[config.mk]
export PLATFORM = sky130hd
export DESIGN_NAME = mult4_seq
export DESIGN_NICKNAME = d
export VERILOG_FILES = /design/src/rtl/mult_pkg.sv /design/src/rtl/mult4_seq_rip.sv /design/src/rtl/mult4_seq.sv
export SDC_FILE = /design/constraint.sdc
export NUM_CORES = 1
export LEC_CHECK = 0
export ABC_AREA = 0
export CAP_MARGIN = 25
export CORE_ASPECT_RATIO = 2
export CORE_MARGIN = 8
export CORE_UTILIZATION = 25
export CTS_CLUSTER_SIZE = 24
export DETAILED_ROUTE_END_ITERATION = 8
export PLACE_DENSITY_LB_ADDON = 0.08
export SKIP_CTS_REPAIR_TIMING = 1
export SLEW_MARGIN = 20
export SYNTH_ARGS = -nofsm -noshare
export SYNTH_HDL_FRONTEND = slang
export SYNTH_SLANG_ARGS = --single-unit
[constraint.sdc]
create_clock -name clk -period 2.1 [get_ports clk]
set_clock_uncertainty 0.2 [all_clocks]
set_input_delay 0.21 -clock clk [delete_from_list [all_inputs] [get_ports clk]]
set_output_delay 0.21 -clock clk [all_outputs]
set_load 0.03 [all_outputs]
[src/rtl/mult_pkg.sv]
// Shared definitions for the sequential 4x4 multiplier.
//   OP_W      : operand width, fixed by the ripple-carry adder
//   PROD_W    : product width
//   ITER_LAST : iteration counter value of the final shift-and-add step
//   st_t      : control FSM states
package mult_pkg;

    localparam int          OP_W      = 4;
    localparam int          PROD_W    = 8;
    localparam logic [1:0]  ITER_LAST = 2'd3;

    typedef enum logic [1:0] {
        IDLE = 2'd0,
        RUN  = 2'd1,
        DONE = 2'd2
    } st_t;

endpackage

[src/rtl/mult4_seq_rip.sv]
// rip: 4-bit ripple-carry adder, the multiplier's only arithmetic element.
// Ports:
//   s    out 4 : sum a + b + cin (low 4 bits)
//   cout out 1 : carry out of bit 3
//   a    in  4 : addend
//   b    in  4 : addend
//   cin  in  1 : carry in
module rip
    import mult_pkg::*;
(
    output logic [OP_W-1:0] s,
    output logic            cout,
    input  logic [OP_W-1:0] a,
    input  logic [OP_W-1:0] b,
    input  logic            cin
);

    // Carries kept as separate nets so the chain is not one self-feeding vector.
    logic w_c1;
    logic w_c2;
    logic w_c3;

    assign s[0]  = a[0] ^ b[0] ^ cin;
    assign w_c1  = (a[0] & b[0]) | (cin  & (a[0] ^ b[0]));
    assign s[1]  = a[1] ^ b[1] ^ w_c1;
    assign w_c2  = (a[1] & b[1]) | (w_c1 & (a[1] ^ b[1]));
    assign s[2]  = a[2] ^ b[2] ^ w_c2;
    assign w_c3  = (a[2] & b[2]) | (w_c2 & (a[2] ^ b[2]));
    assign s[3]  = a[3] ^ b[3] ^ w_c3;
    assign cout  = (a[3] & b[3]) | (w_c3 & (a[3] ^ b[3]));

endmodule

[src/rtl/mult4_seq.sv]
// mult4_seq: sequential 4x4 unsigned shift-and-add multiplier.
// One product every 5 cycles: accept edge, four add/shift iterations,
// then a one-cycle DONE state.
// Ports:
//   clk   in  1 : clock, rising edge
//   rst_n in  1 : synchronous active-low reset
//   start in  1 : request; honoured only in IDLE or DONE
//   a     in  4 : multiplicand, captured on accepted start
//   b     in  4 : multiplier, captured on accepted start
//   busy  out 1 : high while iterating (RUN)
//   done  out 1 : one-cycle completion pulse (DONE)
//   p     out 8 : product, updated only on DONE entry or reset
module mult4_seq
    import mult_pkg::*;
(
    input  logic              clk,
    input  logic              rst_n,
    input  logic              start,
    input  logic [OP_W-1:0]   a,
    input  logic [OP_W-1:0]   b,
    output logic              busy,
    output logic              done,
    output logic [PROD_W-1:0] p
);

    st_t               r_state;
    logic              r_busy;
    logic              r_done;
    logic [OP_W-1:0]   r_m;
    logic [OP_W-1:0]   r_hi;
    logic [OP_W-1:0]   r_lo;
    logic [1:0]        r_cnt;
    logic [PROD_W-1:0] r_p;

    logic [OP_W-1:0]   w_addend;
    logic [OP_W-1:0]   w_sum;
    logic              w_carry;

    // Add the multiplicand into the high half only when the current
    // multiplier bit (lo[0]) is set.
    assign w_addend = r_lo[0] ? r_m : '0;

    rip u_rip (
        .s    (w_sum),
        .cout (w_carry),
        .a    (r_hi),
        .b    (w_addend),
        .cin  (1'b0)
    );

    always_ff @(posedge clk) begin
        if (!rst_n) begin
            r_state <= IDLE;
            r_busy  <= 1'b0;
            r_done  <= 1'b0;
            r_m     <= '0;
            r_hi    <= '0;
            r_lo    <= '0;
            r_cnt   <= '0;
            r_p     <= '0;
        end else begin
            case (r_state)
                IDLE, DONE: begin
                    r_done <= 1'b0;
                    if (start) begin
                        r_m     <= a;
                        r_lo    <= b;
                        r_hi    <= '0;
                        r_cnt   <= '0;
                        r_state <= RUN;
                        r_busy  <= 1'b1;
                    end else begin
                        r_state <= IDLE;
                        r_busy  <= 1'b0;
                    end
                end
                RUN: begin
                    // Shift {carry, sum, lo} right by one: the sum's LSB
                    // becomes a finished product bit in lo.
                    r_hi  <= {w_carry, w_sum[OP_W-1:1]};
                    r_lo  <= {w_sum[0], r_lo[OP_W-1:1]};
                    r_cnt <= r_cnt + 2'd1;
                    if (r_cnt == ITER_LAST) begin
                        // Capture the post-shift {hi,lo} directly, since
                        // the registers themselves update on this same edge.
                        r_p     <= {w_carry, w_sum[OP_W-1:1], w_sum[0], r_lo[OP_W-1:1]};
                        r_state <= DONE;
                        r_busy  <= 1'b0;
                        r_done  <= 1'b1;
                    end
                end
                default: begin
                    r_state <= IDLE;
                    r_busy  <= 1'b0;
                    r_done  <= 1'b0;
                end
            endcase
        end
    end

    assign busy = r_busy;
    assign done = r_done;
    assign p    = r_p;

endmodule

==> results.cfg <==
[logic_synthesis]
synth_common_cells = dfxtp_1, nand2_1, a21boi_1, nor2_1, nor2b_1
synthArstFlopShare_pct = 0
yosys_warnings = 0
ys_types = 25
synth_nets = 133
synth.top_cell.area_share_pct = 46.6
post-synth-top-count-cell = dfxtp_1
synth_area_leader_cell = dfxtp_1
yosysSeqAreaShare_pct = 46.6
synth-edff-count = 0
ys_ff_latch = 26
synthCells = 117
synth_area_leaders = dfxtp_1, nand2_1, fa_1
avgSynthCellArea_um2 = 9.54
netlist_area_um2 = 1120
synth_ff_type = dfxtp_1

[power_and_ir_drop]
ir_drop_v = 0.000514
p_leak_nw = 0.600
total_power_mw = 1.05
p_per_area_nw_per_um2 = 703

[sta]
setup_viol = 2
period_share_pct = 108
slew_violations = 0
slew_headroom_pct = 61.1
final_hold_viol_count = 0
fmax_ghz = 0.441
rsz0062_at_grt = yes
finalCriticalPeriod_ns = 2.27
setup_ws_ns = -0.167
tightest_slew_ns = 0.584

[cells_and_area]
final_cells = 196
finalInstanceArea_um2 = 1500
antenna_cells = 0
area_growth_pct = 34.2
nets = 159
drive_gt1_share_pct = 14.8

[die]
die_area_um2 = 6990
die_h_um = 110
coreArea_um2 = 4340
row_count = 34
start_util_pct = 25.7
io_pins = 21
fp.dieW_um = 63.2

[detailed_routing]
postRouteAntennaNets = 0
routedWlPerCell_um = 13.4
vias_per_cell = 4.53
drc = 0
first_pass_iters = 4
num_vias = 887
wl_mm = 2.63
initialDrtViolationCount = 5

[placement]
gp_congestion = 0.698
dp.cells = 191
io_buffers = 20
dpl.hpwl_mm = 1.89
place_area_um2 = 1420

[cts]
clockRootBuffer = clkbuf_8
cts_made_buffers = 3
clk_path_buf_depth = 2
clock-sinks = 26
cts_tree = built
insertion_delay_ns = 0.27
clkTransAtPathRegs_ns = 0.10
htreeDepth = 1

[setup_path]
cp-end-kind = flop
critPathKind = flop to flop
critPathLaunchType = flop
worstPathArrival_ns = 2.24
timing.rr.start = r_m[0]
path_max_fanout = 2
worst-endpoint-required_ns = 2.07
critPathLaunch = r_m[0]

[grt]
grt_usage_pct = 8.14
antenna_found_initial = 0
grt_pass1_vias = 944
grt_max_degree = 18
grt_pass1_wl_mm = 4.59
overflow = 0

[min_path]
min_from = r_m[2]
hp-class = flop to flop

[outcome]
outcome = finished with violations
failed_checks = setup timing

[run]
maxCapViolCount = 0
power by group:
group | total [mW] | internal (mW) | switching, mW
sequential | 0.524 | 0.512 | 0.0117
combinational | 0.111 | 0.0555 | 0.0556
clock | 0.418 | 0.255 | 0.163
worst max-delay path, stage by stage (launching register included):
cell and delay [ns]:
dfxtp_2 0.34, and2_4 0.14, ha_4 0.12, inv_2 0.03, fa_2 0.32, inv_2 0.06
fa_2 0.18, inv_2 0.04, fa_1 0.49, nor2_1 0.05, o21a_1 0.19
stage by stage:
step | setup TNS [ns] | setup slack (ns) | utilization [%] | hold WS, ns
3_5_place_dp | -0.265 | -0.159 | 32.7 | 0.252
5_1_grt | -0.570 | -0.244 | 34.5 | 0.294
4_1_cts | -0.320 | -0.179 | 34.3 | 0.265
2_1_floorplan | -0.167 | -0.110 | - | 0.141
3_3_place_gp | -0.232 | -0.141 | 32.7 | 0.248
6_report | -0.272 | -0.167 | 34.5 | 0.258
cell usage in the layout (no fill, tap or decap):
master	synthesis	layout
dfxtp_1	26	24
clkdlybuf4s50_1	0	20
nand2_1	17	17
buf_4	1	8
nor2b_1	7	7
a21boi_1	7	7
nor2_1	7	7
mux2i_1	5	5
and3_1	4	4
o21a_1	4	4
nor3_1	4	4
o211a_1	4	4
inv_2	0	3
o221ai_1	3	3
clkbuf_8	0	3
and2_1	3	2
inv_1	5	2
nand2b_1	2	2
nand3_1	2	2
o21ai_0	2	2
fa_2	0	2
dfxtp_2	0	2
and2_4	0	1
and3b_1	1	1
a31oi_1	1	1
nand3b_1	1	1
fa_1	3	1
ha_4	0	1
ha_1	2	1
bufinv_16	0	1
cell families (layout without fill, tap and decap cells):
family / Yosys count / in the layout / share of synthesized area (%)
AOI/OAI and AO/OA: 21 / 21 / 14.8
muxes: 5 / 5 / 4.48
and+or+nand+nor: 48 / 48 / 21.2
buffers and inverters: 12 / 37 / 5.27
adders and majority gates: 5 / 5 / 7.62
DFF: 26 / 26 / 46.6
final timing paths:
check,end,slack (ns),cells after the start
hold / removal,r_m[2],0.26,2
setup / recovery,r_hi[2],-0.17,10
setup reg to reg,r_hi[2],-0.17,10
hold reg to reg,r_m[2],0.26,2
sequential cells by signal, summed over array words and instances (netlist names):
signal and cells:
busy 1, done 1, p 8, r_cnt 2, r_hi 4, r_lo 4
r_m 4, r_state 2
layer usage:
metal / global-route usage (%) / vias up / wire [µm]
met4: 4.50 / 0 / 56
met2: 14.0 / 17 / 1320
met1: 8.83 / 425 / 1160
li1: - / 441 / -
met5: 0 / - / 0
met3: 1.92 / 4 / 94
area by class of cell:
class	count	area (µm²)
inverter	5	18.8
timing repair buffer	28	260
fill	493	2840
clock inverter	1	30.0
clock buffer	3	41.3
sequential	26	523
tap	54	67.6
multi-input combinational	79	557
(Power assumes the default switching activity.)
